### config.mk
export PLATFORM = sky130hd
export DESIGN_NAME = dut_top_flat
export DESIGN_NICKNAME = d
export VERILOG_FILES = /design/src/rtl/dut_top_pkg.sv /design/src/rtl/dut_top_if.sv /design/src/rtl/dut_top_sync.sv /design/src/rtl/dut_top.sv /design/src/flat_wrapper.sv
export SDC_FILE = /design/constraint.sdc
export NUM_CORES = 1
export LEC_CHECK = 0
export ABC_CLOCK_PERIOD_IN_PS = 2900
export BUFFER_PORTS_ARGS = -buffer_cell sky130_fd_sc_hd__buf_2
export CORE_AREA = 5 5 42 44
export CTS_CLUSTER_SIZE = 28
export DETAILED_ROUTE_END_ITERATION = 12
export DIE_AREA = 0 0 47 49
export PLACE_DENSITY = 0.44
export SYNTH_ARGS = -nofsm -noshare
export SYNTH_HDL_FRONTEND = slang
export SYNTH_SLANG_ARGS = --single-unit
### constraint.sdc
create_clock -name I_clk -period 2.9 [get_ports I_clk]
set_clock_uncertainty 0.05 [all_clocks]
set_input_delay 0.58 -clock I_clk [delete_from_list [all_inputs] [get_ports I_clk]]
set_output_delay 0.58 -clock I_clk [all_outputs]
set_load 0.05 [all_outputs]
### src/rtl/dut_top_pkg.sv
// dut_top_pkg: shared constants and helpers for the dut_top input conditioner.
//   DUT_TOP_STABLE_CNT_DEF : default STABLE_CNT parameter value
//   DUT_TOP_RST_VAL_DEF    : default reset level of the output and input flops
//   dut_top_cnt_w()        : width of the stability counter for a given STABLE_CNT
//   filt_act_e             : per-cycle filter decision
package dut_top_pkg;

  localparam int unsigned DUT_TOP_STABLE_CNT_DEF = 16;
  localparam logic        DUT_TOP_RST_VAL_DEF    = 1'b0;

  // Counter must hold values 0..STABLE_CNT; never narrower than one bit.
  function automatic int unsigned dut_top_cnt_w(input int unsigned stable_cnt);
    int unsigned w;
    w = $clog2(stable_cnt + 1);
    return (w < 1) ? 1 : w;
  endfunction

  typedef enum logic [1:0] {
    FILT_HOLD  = 2'd0,
    FILT_COUNT = 2'd1,
    FILT_FLIP  = 2'd2
  } filt_act_e;

endpackage : dut_top_pkg

### src/rtl/dut_top_if.sv
// dut_top_if: level-signal bundle between the conditioner and its neighbours.
//   I_data_in  : raw (possibly noisy) level toward the conditioner
//   O_data_out : filtered level from the conditioner
// master: the side that drives the raw level and consumes the filtered one.
// slave : the conditioner itself.
interface dut_top_if;

  logic I_data_in;
  logic O_data_out;

  modport master (
    output I_data_in,
    input  O_data_out
  );

  modport slave (
    input  I_data_in,
    output O_data_out
  );

endinterface : dut_top_if

### src/rtl/dut_top_sync.sv
// dut_top_sync: two-flop synchronizer for an asynchronous single-bit level.
//   I_clk      : destination clock
//   I_rst      : synchronous active-high reset, loads RST_VAL into both flops
//   I_data_in  : asynchronous level
//   O_data_out : level resynchronised to I_clk, straight from the second flop
module dut_top_sync
  import dut_top_pkg::*;
#(
  parameter logic RST_VAL = DUT_TOP_RST_VAL_DEF
) (
  input  logic I_clk,
  input  logic I_rst,
  input  logic I_data_in,
  output logic O_data_out
);

  logic meta_q;
  logic sync_q;

  // First flop may go metastable; second flop gives it a full cycle to settle.
  always_ff @(posedge I_clk) begin
    if (I_rst) begin
      meta_q <= RST_VAL;
      sync_q <= RST_VAL;
    end else begin
      meta_q <= I_data_in;
      sync_q <= meta_q;
    end
  end

  assign O_data_out = sync_q;

endmodule : dut_top_sync

### src/rtl/dut_top.sv
// dut_top: single-bit debounce / glitch filter.
//   I_clk         : single clock, rising edge
//   I_rst         : synchronous active-high reset
//   bus (slave)   : bus.I_data_in raw level in, bus.O_data_out filtered level out
// Parameters:
//   STABLE_CNT    : stability threshold (1..65535)
//   RST_VAL       : reset level of the output and all input flops
// Build option:
//   DUT_TOP_SYNC_EN defined -> a 2-flop synchronizer precedes the sample flop,
//   for an asynchronous I_data_in (adds two cycles of latency).
// The sampled level must differ from the output on STABLE_CNT+1 consecutive
// filter evaluations before the output takes it; any agreeing sample restarts
// the count. Output latency is STABLE_CNT+1 edges after the sample flop first
// captures the new level, so pulses of STABLE_CNT cycles or fewer are dropped.
module dut_top
  import dut_top_pkg::*;
#(
  parameter int unsigned STABLE_CNT = DUT_TOP_STABLE_CNT_DEF,
  parameter logic        RST_VAL    = DUT_TOP_RST_VAL_DEF
) (
  input  logic      I_clk,
  input  logic      I_rst,
  dut_top_if.slave  bus
);

  localparam int unsigned      CNT_W    = dut_top_cnt_w(STABLE_CNT);
  localparam logic [CNT_W-1:0] CNT_LAST = CNT_W'(STABLE_CNT);

  logic             sample_c;
  logic             din_q;
  logic             out_q;
  logic             out_d;
  logic [CNT_W-1:0] cnt_q;
  logic [CNT_W-1:0] cnt_d;
  filt_act_e        act;

  // Optional resynchronisation ahead of the sample flop.
`ifdef DUT_TOP_SYNC_EN
  dut_top_sync #(
    .RST_VAL    (RST_VAL)
  ) u_sync (
    .I_clk      (I_clk),
    .I_rst      (I_rst),
    .I_data_in  (bus.I_data_in),
    .O_data_out (sample_c)
  );
`else
  assign sample_c = bus.I_data_in;
`endif

  // State registers: sample flop, stability counter, filtered output.
  always_ff @(posedge I_clk) begin
    if (I_rst) begin
      din_q <= RST_VAL;
      cnt_q <= '0;
      out_q <= RST_VAL;
    end else begin
      din_q <= sample_c;
      cnt_q <= cnt_d;
      out_q <= out_d;
    end
  end

  // Filter decision: hold when sample agrees, count while it differs,
  // flip once the count has already reached STABLE_CNT.
  always_comb begin
    act   = FILT_HOLD;
    cnt_d = '0;
    out_d = out_q;
    if (din_q != out_q) begin
      if (cnt_q == CNT_LAST) begin
        act = FILT_FLIP;
      end else begin
        act = FILT_COUNT;
      end
    end
    unique case (act)
      FILT_COUNT: cnt_d = cnt_q + CNT_W'(1);
      FILT_FLIP: begin
        out_d = din_q;
        cnt_d = '0;
      end
      default: begin
        cnt_d = '0;
        out_d = out_q;
      end
    endcase
  end

  assign bus.O_data_out = out_q;

endmodule : dut_top

### src/flat_wrapper.sv
// flat-port wrapper written by rule: the top's interface ports become plain ports
module dut_top_flat import dut_top_pkg::*;
#(
  parameter int unsigned STABLE_CNT = DUT_TOP_STABLE_CNT_DEF,
  parameter logic        RST_VAL    = DUT_TOP_RST_VAL_DEF
)
  (I_clk, I_rst, bus_I_data_in, bus_O_data_out);
  dut_top_if bus_i ();
  input  logic I_clk;
  input  logic I_rst;
  input wire logic [$bits(bus_i.I_data_in)-1:0] bus_I_data_in;
  output wire logic [$bits(bus_i.O_data_out)-1:0] bus_O_data_out;
  assign bus_i.I_data_in = bus_I_data_in;
  assign bus_O_data_out = bus_i.O_data_out;
  dut_top #(.STABLE_CNT(STABLE_CNT), .RST_VAL(RST_VAL)) u_core (.I_clk(I_clk), .I_rst(I_rst), .bus(bus_i));
endmodule
Word-level counts from Yosys, hierarchy flattened. Cells that the tools add are included.

Add/subtract/negate cells: 1. Eq/ne operators: 4. Muxes and demuxes: 2. Bitwise operators: 1. Reduce and logical (&&, ||, !) cells: 1.

Operators by type and width (count): 5-bit by 1-bit adder with 5-bit output, second input constant (1); 5-bit equality test, second input constant (1); 2-bit two-way mux (2); 2-bit by 1-bit equality test with 1-bit output, second input constant (1); 2-bit equality test, second input constant (1); 2-bit OR reduction (1); 1-bit != test (1); 1-bit NOT (1).

Register bits after elaboration: 7. Bits of input ports: 3. Output and inout port bits: 1. Word-level logic and storage cells: 12.

Depth between registers and ports, before layout.
Depth after elaboration: 6. Gate-level depth with buffers: 5. Depth with buffers taken out: 5.

Least setup slack after synthesis. No wires, ideal clock.

Kind: flip-flop to flip-flop. From: register u_core.cnt_q[0]. To: register u_core.cnt_q[2]. Setup time: 64 ps. Arrival time: 1237 ps. Data required time: 2786 ps. Slack: 1549 ps. Cell stages (with the launch flop): 6. Buffers on the path: 0. Clock period less this slack: 1351 ps. Cell sequence: dfxtp_1 inv_1 ha_1 and4bb_1 or3_4 nor2_1.

Longest elaborated chain between the ends: 6. Elaborated cells between the ends (all ways): 7. Classes of those cells: add/sub (1); eq/ne (2); mux (2); bitwise (1); reduce/logical (1).

RTL lines: start, declared (RTL line dut_top.sv:33) `logic [CNT_W-1:0] cnt_q;`; start signal, assigned (RTL line dut_top.sv:59) `cnt_q <= cnt_d;`; 5-bit equality test (RTL line dut_top.sv:71) `if (cnt_q == CNT_LAST) begin`; 2-bit two-way mux (RTL line dut_top.sv:71); 2-bit two-way mux (RTL line dut_top.sv:70) `if (din_q != out_q) begin`; 2-bit by 1-bit equality test with 1-bit output (RTL line dut_top.sv:77) `unique case (act)`; 1-bit NOT (no line); 2-bit OR reduction (no line).

Parallel ways exist; a longest one is shown, timed or not. A chain may end at the register's enable or synchronous reset.

Final worst setup path.
From: register u_core.out_q, in the netlist u_core.bus.O_data_out. To: output bus_O_data_out.

RTL lines: start, declared (RTL line dut_top.sv:31) `logic out_q;`; start signal, assigned (RTL line dut_top.sv:60) `out_q <= out_d;`; end, declared (RTL line flat_wrapper.sv:12) `output wire logic [$bits(bus_i.O_data_out)-1:0] bus_O_data_out;`.

No word-level cell between the ends.

==> results <==
- The flow ran to the end, and the final reports show no timing, DRC or antenna violations.
- The critical path endpoint category is an output port.
- The worst min-delay path class is reg -> reg.
- The final critical delay including setup and external delays is roughly 1.5 ns.
- The power density over the cells is roughly 550 nW/um^2.
- The signal on the critical path passes through buf_2.
- The highest cell delay on the worst timing path is between 0.3 and 0.4 ns.
- The core region is approximately 1400 sq um.
- The peak ir drop on the vdd network is 0.209 mV.
- The register bit count reported by yosys is 7.
- The required time at the endpoint of the critical path is roughly 2.3 ns.
- Counting every net in the synthesized netlist gives 33.
- The total grt overflow is 0.
- The global routing usage on met2 is about 8.4%.
- The number of flops mapped to enable cells by yosys is 0.
- The placement-stage worst setup slack is 1.42 ns.
- The via count of the first global-routing pass is around 230.
- The most heavily used metal layer in global routing is met2.
- Pin placement for this block handled 4 I/O pins.
- The most frequently used flop master after synthesis is dfxtp_1.
- Once detailed placement completed, the half-perimeter wirelength came to around 370 um.
- At the end of routability-driven placement, the weighted congestion stood at 0.704.
- STA puts the critical path data arrival time at ~0.88 ns.
- The layout has 167 filler cells.
- At the pin with the least slew margin, the transition time is between 0.2 and 0.25 ns.
- For this run, the number of Yosys warnings is 0.
- On the critical path the largest part of the delay comes from flip-flops.
- The final-stage net count is between 40 and 50.
- Setup repair after global routing left no endpoint under its margin.
- The cell leakage power is 0.000136 uW.
- The peak clock frequency supported by timing is between 0.6 and 0.7 GHz.
- The cell count after placement is between 40 and 50.
- The antenna diode count is 0.
- The number of different library cells used by synthesis comes to 11.
- The fraction of layout instances using a drive strength above 1 is around a fifth.
- In this run the post-CTS setup repair buffer count came out at 0.
- The clock-pin transition on the worst setup and hold timing paths is around 0.050 ns.
- The total number of vias is just under 200.
- The startpoint-to-endpoint class of the critical path is reg -> out.
- The number of H-tree levels is 1.
- The least setup slack across all paths after layout is roughly 1.4 ns.
- Counting both buffers and inverters, the worst setup path holds a total of 1.
- The number of maximum-capacitance violations is 0.
- dfxtp_1 takes more of the synthesized area than any other cell.
- The number of violations reported at the end of detailed-routing iteration 0 is 0.
- The CTS tree is built.
- Setup violations remaining at the end of the flow were counted as 0.
- Global routing consumed, on the met1 layer, between 4 and 5% of the routing resources.
- Across all hold checks on the routed design, the worst slack comes to between 0.4 and 0.5 ns.
- The synthesis-to-layout area growth is 21.6%.
- CTS placed an instance of clkbuf_4 at the clock tree root.
- In this run the remaining antenna-violating nets after routing total 0.
- The post-synth design cell area is 284 sq um.
- The floorplan has 14 rows.
- CTS saw 7 sinks.
- At the later pin of the worst-skew pair, clock insertion delay measures approximately 0.24 ns.
- Once layout is complete, the cells apart from fillers number roughly 50.
- Entering global routing, the biggest net connects 6 pins.
- After detailed routing, the total wire length is approximately 420 um.
- The tightest slew margin relative to the limit is 83.5%.
- The die is approximately 47 um wide.
- The mean instance size in the synthesized netlist is 10.1 sq um.
- The first global-routing pass estimated between 800 and 900 um of wire.
- The worst setup path is launched from a register.
- The number of port buffers is 3.
- After synthesis, the most frequently instantiated cells are dfxtp_1 (7), nor2_1 (6), inv_1 (3).
- By area the synthesized netlist is led by dfxtp_1 (49%), ha_1 (8.8%), nor2_1 (7.9%).
- The die covers ~2300 sq um.
- The standard cell with the maximum stage delay on the critical path is dfxtp_1.
- The final hold violation count is 0.
- In the synthesized netlist the async set-or-reset flop fraction comes to 0%.
- TritonCTS created 3 clock buffers.
- The most used standard cell by instance count after synthesis is dfxtp_1.
- The height of the chip is slightly below 50 um.
- The post-route setup TNS is 0 ns.
- The longest clock path from root to sink contains 2 buffers.
- The initial utilization of the core area, before any placement, comes to 20.3%.
- The post-detailed-route via-to-cell ratio is 3.88.
- Counting every instance in the synthesized netlist gives 28.
- In the routed design, unresolved DRC markers number 0.
- In this run, post-CTS repair resized a total of 0 instances.
- The mean routed wirelength per cell is 8.16 um.
- The share of Yosys cell area claimed by the top area cell type is 49.3%.
- After synthesis, flip-flops and latches occupy 49.3% of the total area.
- The hold buffer count at CTS is 0.
- Global routing used around 5.2% of the available tracks.
- The number of antenna violations at the first check in global routing is 0.
- The post-route fraction of the period consumed by the critical path is between 50% and 60%.
- The iteration count of the initial detailed-routing pass is 1.
- The largest driver fanout on the critical path is 3.
- Global routing used roughly 3.3% of the available met3 tracks.
- The max-slew violation count came to 0.
[kinds of logic after synthesis]
kind of cell,count (synthesis),share of synthesized area (%)
xor gates and xnor gates,4,12.3
buffers and inverters,3,3.96
muxes,1,3.52
adders and majority gates,2,8.81
DFF,7,49.3
and+or+nand+nor,11,22.0
[report_power, final]
part | switching (uW) | internal, uW | total [uW]
Combinational | 2.54 | 3.19 | 5.73
Sequential | 1.23 | 97.9 | 99.1
Clock | 31.3 | 52.2 | 83.5
Total | 35.1 | 153 | 188
[per-stage QoR]
step	power, uW	utilization, %	instance area, sq um
4_1_cts	192	24.6	345
3_3_place_gp	107	22.8	319
3_5_place_dp	107	22.8	319
6_report	188	24.6	345
5_1_grt	201	24.6	345
2_1_floorplan	104	-	284
[state kept, by name, indices dropped and copies added, names as in the netlist]
name,count
u_core.din_q,1
u_core.bus.O_data_out,1
u_core.cnt_q,5
[routing by layer]
layer  wire length (um)  up-vias
met5                  0        -
met4                  0        0
met3                 25        0
met2                231        3
met1                159       94
li1                   -      101
[area by class of cell]
cell class	instances	area (sq um)	area share, %
Inverter	3	11.3	3.26
Multi-Input combinational cell	18	133	38.4
Timing Repair Buffer	3	15.0	4.35
Tap cell	16	20.0	5.80
Sequential cell	7	140	40.6
Clock buffer	4	26.3	7.61
[cell usage in the layout (no fill, tap or decap)]
| cell type | n |
|---|---|
| clkbuf_1 | 1 |
| clkbuf_4 | 3 |
| nor2_1 | 6 |
| mux2i_1 | 1 |
| ha_1 | 2 |
| xor2_1 | 2 |
| dfxtp_1 | 7 |
| inv_1 | 3 |
| buf_2 | 3 |
| xnor2_1 | 2 |
| nor2b_1 | 1 |
| nand3_1 | 2 |
| or3_4 | 1 |
| and4bb_1 | 1 |
[worst paths after layout]
path | cells after the start | slack (ns) | end | from
worst min register to register | 1 | 0.41 | u_core.cnt_q[0] | u_core.cnt_q[0]
worst max register to register | 5 | 1.43 | u_core.cnt_q[3] | u_core.cnt_q[0]
worst min-delay path | 1 | 0.41 | u_core.cnt_q[0] | u_core.cnt_q[0]
worst max-delay path | 1 | 1.39 | bus_O_data_out | u_core.bus.O_data_out
No activity file was read; power rests on OpenSTA's default activity.
